--- config.mk ---
export PLATFORM = sky130hd
export DESIGN_NAME = motion_seg_queue
export DESIGN_NICKNAME = d
export VERILOG_FILES = /design/src/rtl/motion_seg_queue.sv
export SDC_FILE = /design/constraint.sdc
export NUM_CORES = 1
export LEC_CHECK = 0
export ABC_CLOCK_PERIOD_IN_PS = 28400
export CAP_MARGIN = 20
export CORE_ASPECT_RATIO = 1.1
export CORE_MARGIN = 2
export CORE_UTILIZATION = 65
export DETAILED_ROUTE_END_ITERATION = 16
export PLACE_DENSITY = 0.94
export SLEW_MARGIN = 20
export SYNTH_ARGS = -nofsm -noshare
export SYNTH_HDL_FRONTEND = slang
export SYNTH_SLANG_ARGS = --single-unit
export TNS_END_PERCENT = 1
--- constraint.sdc ---
create_clock -name clk -period 28.4 [get_ports clk]
set_input_delay 5.68 -clock clk [delete_from_list [all_inputs] [get_ports clk]]
set_output_delay 5.68 -clock clk [all_outputs]
set_load 0.01 [all_outputs]
--- src/rtl/motion_seg_queue.sv ---
// Segment FIFO and load sequencer in front of the acceleration step generator.
// Chains queued (dt, steps) segments into the generator with no idle cycles and tracks error flags.
module motion_seg_queue #(
    parameter int DEPTH_LOG2 = 4
) (
    input  logic                  clk,
    input  logic                  reset,
    input  logic [31:0]           wr_dt,
    input  logic [31:0]           wr_steps,
    input  logic                  wr_en,
    input  logic                  run,
    input  logic                  abort,
    input  logic                  clr_flags,
    input  logic                  gen_done,
    input  logic                  gen_stopped,
    output logic [31:0]           dt_val,
    output logic [31:0]           steps_val,
    output logic                  load,
    output logic                  gen_reset,
    output logic                  full,
    output logic [DEPTH_LOG2:0]   level,
    output logic                  busy,
    output logic [31:0]           seg_count,
    output logic                  overflow,
    output logic                  underrun,
    output logic                  bad_seg
);

    localparam int                 DEPTH     = 1 << DEPTH_LOG2;
    localparam logic [DEPTH_LOG2:0] CNT_ONE   = (DEPTH_LOG2+1)'(1);
    localparam logic [DEPTH_LOG2:0] DEPTH_CNT = CNT_ONE << DEPTH_LOG2;

    typedef enum logic [1:0] {
        ST_IDLE  = 2'd0,
        ST_RUN   = 2'd1,
        ST_ABORT = 2'd2
    } state_e;

    state_e                 state_q, state_d;
    logic [DEPTH_LOG2-1:0]  wr_ptr_q, wr_ptr_d;
    logic [DEPTH_LOG2-1:0]  rd_ptr_q, rd_ptr_d;
    logic [DEPTH_LOG2:0]    count_q, count_d;
    logic [31:0]            seg_count_q, seg_count_d;
    logic                   gen_reset_q, gen_reset_d;
    logic                   overflow_q, overflow_d;
    logic                   underrun_q, underrun_d;
    logic                   bad_seg_q, bad_seg_d;
    logic [63:0]            mem_q [DEPTH];

    logic                   full_s;
    logic                   empty_s;
    logic                   load_s;
    logic                   push_s;
    logic                   fields_ok_s;
    logic                   ovf_evt_s;
    logic                   bad_evt_s;
    logic                   und_evt_s;
    logic                   seg_done_s;

    always_comb begin
        full_s      = (count_q == DEPTH_CNT);
        empty_s     = (count_q == '0);
        fields_ok_s = (wr_dt != 32'd0) && (wr_steps != 32'd0);
        load_s      = run && !abort && !empty_s &&
                      (((state_q == ST_IDLE) && gen_stopped) ||
                       ((state_q == ST_RUN) && gen_done));
        // A full FIFO still accepts a push when the head is popped in the same cycle
        push_s      = wr_en && !abort && fields_ok_s && (!full_s || load_s);
        ovf_evt_s   = wr_en && !abort && full_s && !load_s;
        bad_evt_s   = wr_en && !abort && !fields_ok_s;
        seg_done_s  = (state_q == ST_RUN) && gen_done && !abort;
        und_evt_s   = seg_done_s && !load_s && run && empty_s;

        wr_ptr_d    = wr_ptr_q;
        rd_ptr_d    = rd_ptr_q;
        count_d     = count_q;
        if (abort) begin
            rd_ptr_d = wr_ptr_q;
            count_d  = '0;
        end else begin
            if (push_s) begin
                wr_ptr_d = wr_ptr_q + DEPTH_LOG2'(1);
            end else begin
                wr_ptr_d = wr_ptr_q;
            end
            if (load_s) begin
                rd_ptr_d = rd_ptr_q + DEPTH_LOG2'(1);
            end else begin
                rd_ptr_d = rd_ptr_q;
            end
            if (push_s && !load_s) begin
                count_d = count_q + CNT_ONE;
            end else if (load_s && !push_s) begin
                count_d = count_q - CNT_ONE;
            end else begin
                count_d = count_q;
            end
        end

        state_d = state_q;
        case (state_q)
            ST_IDLE: begin
                if (load_s) begin
                    state_d = ST_RUN;
                end else begin
                    state_d = ST_IDLE;
                end
            end
            ST_RUN: begin
                if (gen_done && !load_s) begin
                    state_d = ST_IDLE;
                end else begin
                    state_d = ST_RUN;
                end
            end
            ST_ABORT: state_d = ST_IDLE;
            default:  state_d = ST_IDLE;
        endcase
        if (abort) begin
            state_d = ST_ABORT;
        end else begin
            state_d = state_d;
        end

        gen_reset_d = abort;
        if (seg_done_s) begin
            seg_count_d = seg_count_q + 32'd1;
        end else begin
            seg_count_d = seg_count_q;
        end

        // A flag-setting event in the clear cycle keeps the flag set
        overflow_d = ovf_evt_s || (overflow_q && !clr_flags);
        underrun_d = und_evt_s || (underrun_q && !clr_flags);
        bad_seg_d  = bad_evt_s || (bad_seg_q && !clr_flags);
    end

    // Control and status registers
    always_ff @(posedge clk) begin
        if (reset) begin
            state_q     <= ST_IDLE;
            wr_ptr_q    <= '0;
            rd_ptr_q    <= '0;
            count_q     <= '0;
            seg_count_q <= 32'd0;
            gen_reset_q <= 1'b0;
            overflow_q  <= 1'b0;
            underrun_q  <= 1'b0;
            bad_seg_q   <= 1'b0;
        end else begin
            state_q     <= state_d;
            wr_ptr_q    <= wr_ptr_d;
            rd_ptr_q    <= rd_ptr_d;
            count_q     <= count_d;
            seg_count_q <= seg_count_d;
            gen_reset_q <= gen_reset_d;
            overflow_q  <= overflow_d;
            underrun_q  <= underrun_d;
            bad_seg_q   <= bad_seg_d;
        end
    end

    // Segment storage; contents are only meaningful below the occupancy count
    always_ff @(posedge clk) begin
        if (push_s) begin
            mem_q[wr_ptr_q] <= {wr_dt, wr_steps};
        end
    end

    always_comb begin
        dt_val    = mem_q[rd_ptr_q][63:32];
        steps_val = mem_q[rd_ptr_q][31:0];
        load      = load_s;
        gen_reset = gen_reset_q;
        full      = full_s;
        level     = count_q;
        busy      = (state_q != ST_IDLE);
        seg_count = seg_count_q;
        overflow  = overflow_q;
        underrun  = underrun_q;
        bad_seg   = bad_seg_q;
    end

endmodule

# ---- After elaboration in Yosys (flattened, before gate mapping)
# Memories as Yosys holds them, arrays and structs flattened. A register that Yosys moved wholly into a read port is not among the register bits.
# Cells that the tools add are included.
dict set report op_classes {
  n_div 0
  add_sub_neg 5
  n_lt_le_gt_ge 0
  n_mux 12
  n_reduce_logical 43
  n_shift 0
  n_mul 0
  bitwise 1
  n_eq_ne 2
}
# cell count
set op_table {}
lappend op_table {{$reduce_bool 32->1} 2}
lappend op_table {{$add 32x1->32 const B} 1}
lappend op_table {{$logic_and 1x1->1} 22}
lappend op_table {{$mux 4} 4}
lappend op_table {{$mux 5} 2}
lappend op_table {{$add 4x1->4 const B} 2}
lappend op_table {{$logic_not 1->1} 7}
lappend op_table {{$reduce_bool 2->1} 3}
lappend op_table {{$add 5x1->5 const B} 1}
lappend op_table {{$eq 5x5->1 const B} 1}
lappend op_table {{$logic_not 5->1} 1}
lappend op_table {{$logic_or 1x1->1} 5}
lappend op_table {{$sub 5x1->5 const B} 1}
lappend op_table {{$mux 1} 4}
lappend op_table {{$pmux 2 s2} 1}
lappend op_table {{$eq 2x1->1 const B} 1}
lappend op_table {{$logic_not 2->1} 1}
lappend op_table {{$mux 2} 1}
lappend op_table {{$reduce_and 2->1} 1}
lappend op_table {{$reduce_or 2->1} 1}
lappend op_table {{$not 1->1} 1}
dict set report word_totals {
  output_inout_bits 108
  elab_cells 74
  in_bits 72
  n_memories 1
  latchBits 0
  reg_bits 51
  ramBits 1024
  rom_bits 0
}
# memory words word_bits read_ports rd_clocked_by_memory_dff wr line_no
set memory_table {}
lappend memory_table {mem_q 16 64 1 1 1 48} ;# logic [63:0] mem_q [DEPTH];

# ---- Logic depth before layout (Yosys ltp)
# Gate-level depths: netlist of run 1.
dict set report depth {
  word_depth 10
  ltp_mapped 13
  depth_no_buf 12
}

# ---- Least setup slack after synthesis of run 1
# OpenSTA, ideal clock, no wires.
dict set report synth_timing {
  path_kind {input -> register}
  from {in abort}
  to {mem mem_q[11][0] (enable)}
  required_ns 27.756
  path_buffers 0
  stages 4
  arrival_ns 12.545
  setup_slack_ns 15.211
  setup_ns 0.644
  path_cell_list {or3b_2 > o211ai_1 > nand3_1 > nor4_1}
}
dict set report synth_via {
  elab_chain_len 8
  elab_cells_between_ends 10
  classes_between {mux: 2; reduce/logical: 8}
}
# item line_no
set synth_lines {}
lappend synth_lines {{from (decl)} 12} ;# input logic abort,
lappend synth_lines {{$logic_not 1->1 (*)} {64, 68}}
lappend synth_lines {{$logic_and 1x1->1 (3 in a row)} 64} ;# load_s = run && !abort && !empty_s &&
lappend synth_lines {{$logic_or 1x1->1} 68} ;# push_s = wr_en && !abort && fields_ok_s && (!full_s || load_s);
lappend synth_lines {{$logic_and 1x1->1 (*)} 68}
lappend synth_lines {{$mux 1 (*)} 165} ;# if (push_s) begin
lappend synth_lines {{$mux 1 (implied by the code) (*)} 166} ;# mem_q[wr_ptr_q] <= {wr_dt, wr_steps};
lappend synth_lines {{to (decl)} 48}
# Every way passes the cells marked *; elsewhere a longest branch is shown, timed or not.

# ---- Worst setup path in the final report of run 1
dict set report layout_timing {
  from {in abort}
  to {out load}
}
dict set report layout_via {
  elab_chain_len 4
}
# item line_no
set layout_lines {}
lappend layout_lines {{$logic_not 1->1} 64}
lappend layout_lines {{$logic_and 1x1->1 (3 in a row)} 64}
lappend layout_lines {{to (decl)} 18} ;# output logic load,
# Every way passes these cells.

==> results of run 1 <==
[kinds of logic after synthesis]
logic type	Yosys count
AO/OA/AOI/OAI	32
AND/OR/NAND/NOR	168
XOR/XNOR	31
adder cells (fa/ha/maj)	11
flip-flops	1078
buffers and inverters	96
multiplexers	331
[metrics by stage]
step / power (mW) / setup WS, ps / hold WS [ps] / util, % / instances
after CTS: 3.333 / 14830 / 486.2 / 75.56 / 2885
final: 3.326 / 14800 / 488.8 / 75.67 / 2893
after global placement: 1.936 / 15010 / 462.5 / 70.16 / 2701
after global routing: 3.395 / 14710 / 501.8 / 75.66 / 2891
after floorplan: 1.873 / 15210 / 489.1 / - / 1747
after detailed placement: 1.944 / 14850 / 470.7 / 70.16 / 2701
[synthesized netlist by cell type, types with 11 or more instances]
cell type,count
mux4_2,320
a21oi_1,14
nor4_1,28
and3_1,15
xnor2_1,26
edfxtp_1,1024
clkbuf_1,39
inv_1,13
buf_4,20
nand4_1,13
nor2_1,47
buf_1,12
dfxtp_1,54
nand2_1,11
[sequential cells by signal, indices dropped and copies added (netlist names), named ones only]
| register | flops |
|---|---|
| level | 5 |
| overflow | 1 |
| state_q | 2 |
| seg_count | 32 |
| mem_q | 1024 |
| bad_seg | 1 |
| wr_ptr_q | 4 |
| rd_ptr_q | 4 |
| underrun | 1 |
[tightest hold or removal path, delay by kind of cell, from the launching register on]
family,cells,cell delay [ps]
compound gates,1,60
flops,1,310
simple gates,1,70
[cell type report]
type	count	area [um^2]
Tap cell	833	1042
Timing Repair Buffer	206	2064
Clock inverter	64	742.0
Inverter	13	48.80
Fill cell	2941	15230
Multi-Input combinational cell	573	8952
Clock buffer	120	2641
Sequential cell	1078	31850
Antenna cell	6	15.01
[path summary, 6_finish.rpt]
path,from,end,slack [ps],cells past startpoint
setup / recovery,abort,load,14800,5
hold / removal,underrun$_SDFF_PP0_,underrun$_SDFF_PP0_,490,2
setup reg to reg,state_q[1]$_SDFF_PP0_,mem_q[10][55]$_DFFE_PP_,24600,6
hold reg to reg,underrun$_SDFF_PP0_,underrun$_SDFF_PP0_,490,2
[power breakdown]
group	internal (mW)	switching (mW)	total, mW
Combinational	0.0784	0.0829	0.161
Sequential	1.75	0.00778	1.76
Clock	0.817	0.591	1.41
Total	2.64	0.682	3.33
[per-layer routing]
metal | vias to the layer above | global-route usage, % | part of all wire (%)
met5 | - | 0 | 0.032
met4 | 6 | 14.01 | 4.0
met3 | 267 | 7.640 | 11
met2 | 1727 | 54.17 | 51
met1 | 10970 | 44.40 | 34
li1 | 7918 | - | -
==> results by group, run 1 <==
Die
  – CORE AREA: between 60000 and 70000 um^2
  – Die width: around 240 um
  – # rows: 96
  – Die area: between 60000 and 70000 um^2
  – Starting Density: around 66%
  – Die height: around 270 um
  – Num ports: between 150 and 200

Cells and area
  – Area grow syn2layout: 14.92%
  – Most common cell after layout, fill and taps aside: edfxtp_1
  – NumNets Final: 2054
  – Post-route cell area: between 40000 and 50000 um^2
  – Share of post-route cells with drive strength above 1: 26.05%
  – Most frequent cells in the layout: 1024 x edfxtp_1, 320 x mux4_2, 179 x clkdlybuf4s50_1, 103 x clkbuf_16, 50 x dfxtp_1

Logic synthesis
  – YS warnings: 0
  – Post-Syn Nets: ~1800
  – Synth cell types: 50
  – Post-synthesis sequential area ratio: between 70% and 80%
  – Post-synthesis mux area share: 17.77%
  – Primary FF master, synth: edfxtp_1
  – Async set-reset flop share out of synthesis: 0%
  – Cells after Synth: between 1500 and 2000
  – Top cells by area, synth: edfxtp_1 75%, mux4_2 17%, dfxtp_1 2.6%
  – Xor and xnor area share after synthesis: 0.6590%
  – FF+latch count, synth: approximately 1100
  – Syn_area_per_cell: between 20 and 25 um^2
  – Largest family of logic cells by synthesized area: multiplexers
  – Simple-gate portion of the synthesized area: 2.277%
  – Netlist Area Pre-Place: between 40000 and 50000 um^2
  – Top cell type's share of synthesized area: about 75%
  – Post-synthesis compound-gate area fraction: 0.4707%
  – Synth area leader: edfxtp_1
  – Synth Area in Adders: less than 1%
  – EDFF count, synth: around 1000

Clock network
  – Clock slew seen by the registers of the worst setup and hold paths: about 60 ps
  – Clock root cell: clkbuf_16
  – Clk Latency, worst-skew pair: around 650 ps
  – CTS buffer count: 99
  – # clock sinks: roughly 1100
  – Clk buf depth: 3
  – TritonCTS clock tree: built
  – CTS resizes: 0
  – Hold_buf cts: 0
  – Post-CTS setup buffer count: 0
  – Max H-tree Level: 3

Setup path
  – Setup crit start kind: input pin
  – Crit-path most repeated cell: clkdlybuf4s50_1
  – Slowest CP cell: clkdlybuf4s50_1
  – Critical path, cell by cell: clkdlybuf4s50_1 > nor3b_1 > o211ai_2 > inv_1 > clkdlybuf4s50_1
  – Crit-path leading delay family: buffers and inverters
  – Worst EP arrival: 7920 ps
  – CP Max Fanout: 13
  – Critical Path RT: around 23000 ps
  – CP peak stage delay: between 600 and 700 ps
  – Critical path class: input pin to primary output
  – Buf/Inv on CP: 3
  – Crit. End Element: primary output

Route
  – Drt initial violations: roughly 3200
  – Post-DRT Antenna Nets: 0
  – Via density: ~7.2
  – Drt wl/cell: 36.75 um
  – Drt total wl: 106300 um
  – Drt first pass iters: 6
  – Via count: approximately 21000
  – # DRC: 0

GRT
  – First-pass GRT wire length: approximately 150000 um
  – Remaining Overflow, GRT: 0
  – Initial antenna violation count: 7
  – Vias in the first global route: 21520
  – Gr usage total: 33.28%
  – Largest net degree at the start of global routing: 164

STA
  – Fmax: approximately 0.074 GHz
  – Worst-Margin Slew: around 1200 ps
  – Fin. Hold Viols: 0
  – Setup_tns: 0 ps
  – Slew Limit Fails: 0
  – Unrepaired setup endpoints after global routing: false
  – Minimum clock period: between 10000 and 15000 ps
  – Period utilization: about 48%
  – Rel. slew slack: ~22%
  – Worst Clk Skew: around 26 ps
  – Setup-failing EPs final: 0

Pwr
  – Pleak: 14.39 nW
  – Power per cell area: 70.23 nW/um^2
  – VDD IR max: around 54 uV

Status
  – Status: finished clean

Hold path
  – Worst hold path type: register to register

Job
  – Max cap viols: 0

Placed design
  – Dpl cell area: 43900 um^2
  – Port bufs: approximately 180
  – Detailed Place HPWL: between 40000 and 50000 um
  – RD Place Congestion: between 0.8 and 0.9
Note: power is estimated with default switching activity, not from simulation.
==> run 2: changes to the inputs <==
- ABC_CLOCK_PERIOD_IN_PS: 28400 -> 11700
- CORE_UTILIZATION: 65 -> 54
- PLACE_DENSITY: 0.94 -> 0.84
- clock period: 28.4 -> 11.7 ns (I/O delays scaled with it)
==> results by group, run 2 (same netlist as run 1, synthesis figures left out) <==
STA
  – Fmax: 0.1389 GHz
  – Unrepaired setup endpoints after global routing: false (unchanged)
  – Setup_tns: 0 ps (unchanged)
  – Rel. slew slack: 27.96% (was 22.37%)
  – Slew Limit Fails: 0 (unchanged)
  – Fin. Hold Viols: 0 (unchanged)
  – Worst Clk Skew: 22.79 ps (was 25.98 ps)
  – Period utilization: between 60 and 70%
  – Setup-failing EPs final: 0 (unchanged)
  – Worst-Margin Slew: 1081 ps (was 1165 ps)
  – Minimum clock period: 7198 ps

Placed design
  – Detailed Place HPWL: 46130 um (was 48140 um)
  – Port bufs: 179 (unchanged)
  – RD Place Congestion: 0.7990 (was 0.8231)

Cells and area
  – Most common cell after layout, fill and taps aside: edfxtp_1 (unchanged)
  – Share of post-route cells with drive strength above 1: 26.05% (unchanged)
  – Area grow syn2layout: 15.12% (was 14.92%)
  – Most frequent cells in the layout: 1024 x edfxtp_1, 320 x mux4_2, 179 x clkdlybuf4s50_1, 98 x clkbuf_16, 50 x dfxtp_1 (was 1024 x edfxtp_1, 320 x mux4_2, 179 x clkdlybuf4s50_1, 103 x clkbuf_16, 50 x dfxtp_1)
  – Max reg flops: 1024 (unchanged)
  – NumNets Final: 2054 (unchanged)
  – Post-Route Utilization: 62.64% (was 75.67%)
  – Most flops, register: mem_q (unchanged)

Setup path
  – Worst EP arrival: 4860 ps (was 7920 ps)
  – Critical path, cell by cell: buf_4 > buf_4 > mux4_2 > mux4_2 > clkdlybuf4s50_1 (was clkdlybuf4s50_1 > nor3b_1 > o211ai_2 > inv_1 > clkdlybuf4s50_1)
  – Slowest CP cell: dfxtp_4 (was clkdlybuf4s50_1)
  – Critical Path RT: 9360 ps (was 22720 ps)
  – Flop2flop setup slack: 7940 ps (was 24600 ps)
  – Buf/Inv on CP: 3 (unchanged)
  – FF-to-FF End: mem_q[11][46]$_DFFE_PP_ (was mem_q[10][55]$_DFFE_PP_)
  – Reg-to-Reg Start: state_q[1]$_SDFF_PP0_ (unchanged)
  – Crit-path leading delay family: buffers and inverters (unchanged)
  – Critical path class: register to primary output (was input pin to primary output)
  – CP peak stage delay: 1020 ps (was 620 ps)
  – Crit. End Element: primary output (unchanged)
  – CP Max Fanout: 70 (was 13)
  – Worst reg2reg path depth: 6 (unchanged)
  – Setup crit start kind: register (was input pin)

Clock network
  – Clk Latency, worst-skew pair: 660 ps (was 650 ps)
  – Post-CTS setup buffer count: 0 (unchanged)
  – Clk buf depth: 3 (unchanged)
  – TritonCTS clock tree: built (unchanged)
  – CTS resizes: 0 (unchanged)
  – CTS buffer count: 98 (was 99)
  – Clock root cell: clkbuf_16 (unchanged)
  – Clock slew seen by the registers of the worst setup and hold paths: 60 ps (about the same)
  – # clock sinks: 1078 (unchanged)
  – Max H-tree Level: 3 (unchanged)
  – Hold_buf cts: 0 (unchanged)

Die
  – Die width: 267.4 um (was 244.1 um)
  – Die area: 78530 um^2 (was 65420 um^2)
  – Die height: 293.7 um (was 268.1 um)
  – Num ports: 180 (unchanged)
  – Starting Density: 54.41% (was 65.84%)
  – # rows: 106 (was 96)
  – CORE AREA: 75730 um^2 (was 62580 um^2)

Route
  – Via density: 6.298 (was 7.221)
  – Via count: 19410 (was 20890)
  – Drt total wl: 91750 um (was 106300 um)
  – Drt initial violations: 2153 (was 3246)
  – Post-DRT Antenna Nets: 0 (unchanged)
  – Drt first pass iters: 5 (was 6)
  – # DRC: 0 (unchanged)
  – Drt wl/cell: 29.77 um (was 36.75 um)

Pwr
  – Power per cell area: 166.6 nW/um^2 (was 70.23 nW/um^2)
  – Clock network power share: 41.3% (was 42.4%)
  – Switch Pwr: 1.595 mW (was 0.6821 mW)
  – Flop pwr share: 53.9% (was 52.8%)
  – P_int: 6.307 mW (was 2.643 mW)
  – Pleak: 14.34 nW (was 14.39 nW)
  – VDD IR max: 135.9 uV (was 53.98 uV)
  – Combinational share of power: 4.8% (was 4.9%)
  – Net Sw Frac: 20.18% (was 20.51%)

GRT
  – Largest net degree at the start of global routing: 115 (was 164)
  – First-pass GRT wire length: 134400 um (was 152500 um)
  – Vias in the first global route: 20290 (was 21520)
  – Remaining Overflow, GRT: 0 (unchanged)
  – Gr usage total: 23.81% (was 33.28%)
  – Initial antenna violation count: 4 (was 7)

Hold path
  – WHS Endpoint: underrun$_SDFF_PP0_ (unchanged)
  – Hold Path Depth: 2 (unchanged)
  – Worst hold path type: register to register (unchanged)
  – Hold Crit Start: underrun$_SDFF_PP0_ (unchanged)

Job
  – Max cap viols: 0 (unchanged)

Status
  – Status: finished clean (unchanged)
## run 2: worst min-delay path, stage by stage, from the launching register on
cell and delay [ps]:
dfxtp_1 320, nand2b_1 70, a21oi_1 60
## run 2: power by group through the flow
stage | clock network [mW] | logic, mW | registers [mW]
floorplan | 0 | 0.214 | 4.33
global placement | 0 | 0.362 | 4.34
detailed placement | 0 | 0.374 | 4.35
CTS | 3.30 | 0.377 | 4.26
global route | 3.44 | 0.402 | 4.26
finish | 3.26 | 0.376 | 4.26
## run 2: layer usage
metal / GRT usage [%] / wire (um) / up-vias
met5: 0 / 38 / -
met2: 39.01 / 46880 / 1053
met3: 4.912 / 8252 / 145
li1: - / - / 7920
met4: 7.550 / 2316 / 6
met1: 32.53 / 34260 / 10290
## run 2: through the flow
stage | cells | hold slack (ps) | setup WS (ps) | cell area [um^2] | power, mW
3_5_place_dp | 2896 | 475.6 | 4488 | 44130 | 4.722
4_1_cts | 3079 | 492.5 | 4456 | 47410 | 7.941
6_report | 3082 | 489.3 | 4502 | 47430 | 7.902
5_1_grt | 3081 | 508.4 | 4307 | 47430 | 8.105
3_3_place_gp | 2896 | 467.0 | 4578 | 44130 | 4.707
2_1_floorplan | 1747 | 489.1 | 1851 | 41200 | 4.547
## run 2: worst max path at each step
stage                    from                endpoint  slack, ps  cells after the start
floorplan               abort  mem_q[11][0]$_DFFE_PP_       1850                      4
global placement    wr_dt[13]   level[4]$_SDFFE_PP0P_       4580                     13
detailed placement  wr_dt[13]   level[4]$_SDFFE_PP0P_       4490                     13
CTS                  register              dt_val[10]       4460                      5
global route         register           steps_val[29]       4310                      5
finish               register           steps_val[30]       4500                      5
## run 2: layout make-up
| type | count | area [um^2] |
|---|---|---|
| inverters | 13 | 48.80 |
| multi-input cells | 573 | 8952 |
| flip-flops and latches | 1078 | 31850 |
| diodes | 2 | 5.005 |
| clock buffers | 109 | 2494 |
| well taps | 1026 | 1284 |
| repair buffers | 207 | 2027 |
| fillers | 4804 | 28300 |
| clock inverters | 74 | 778.2 |
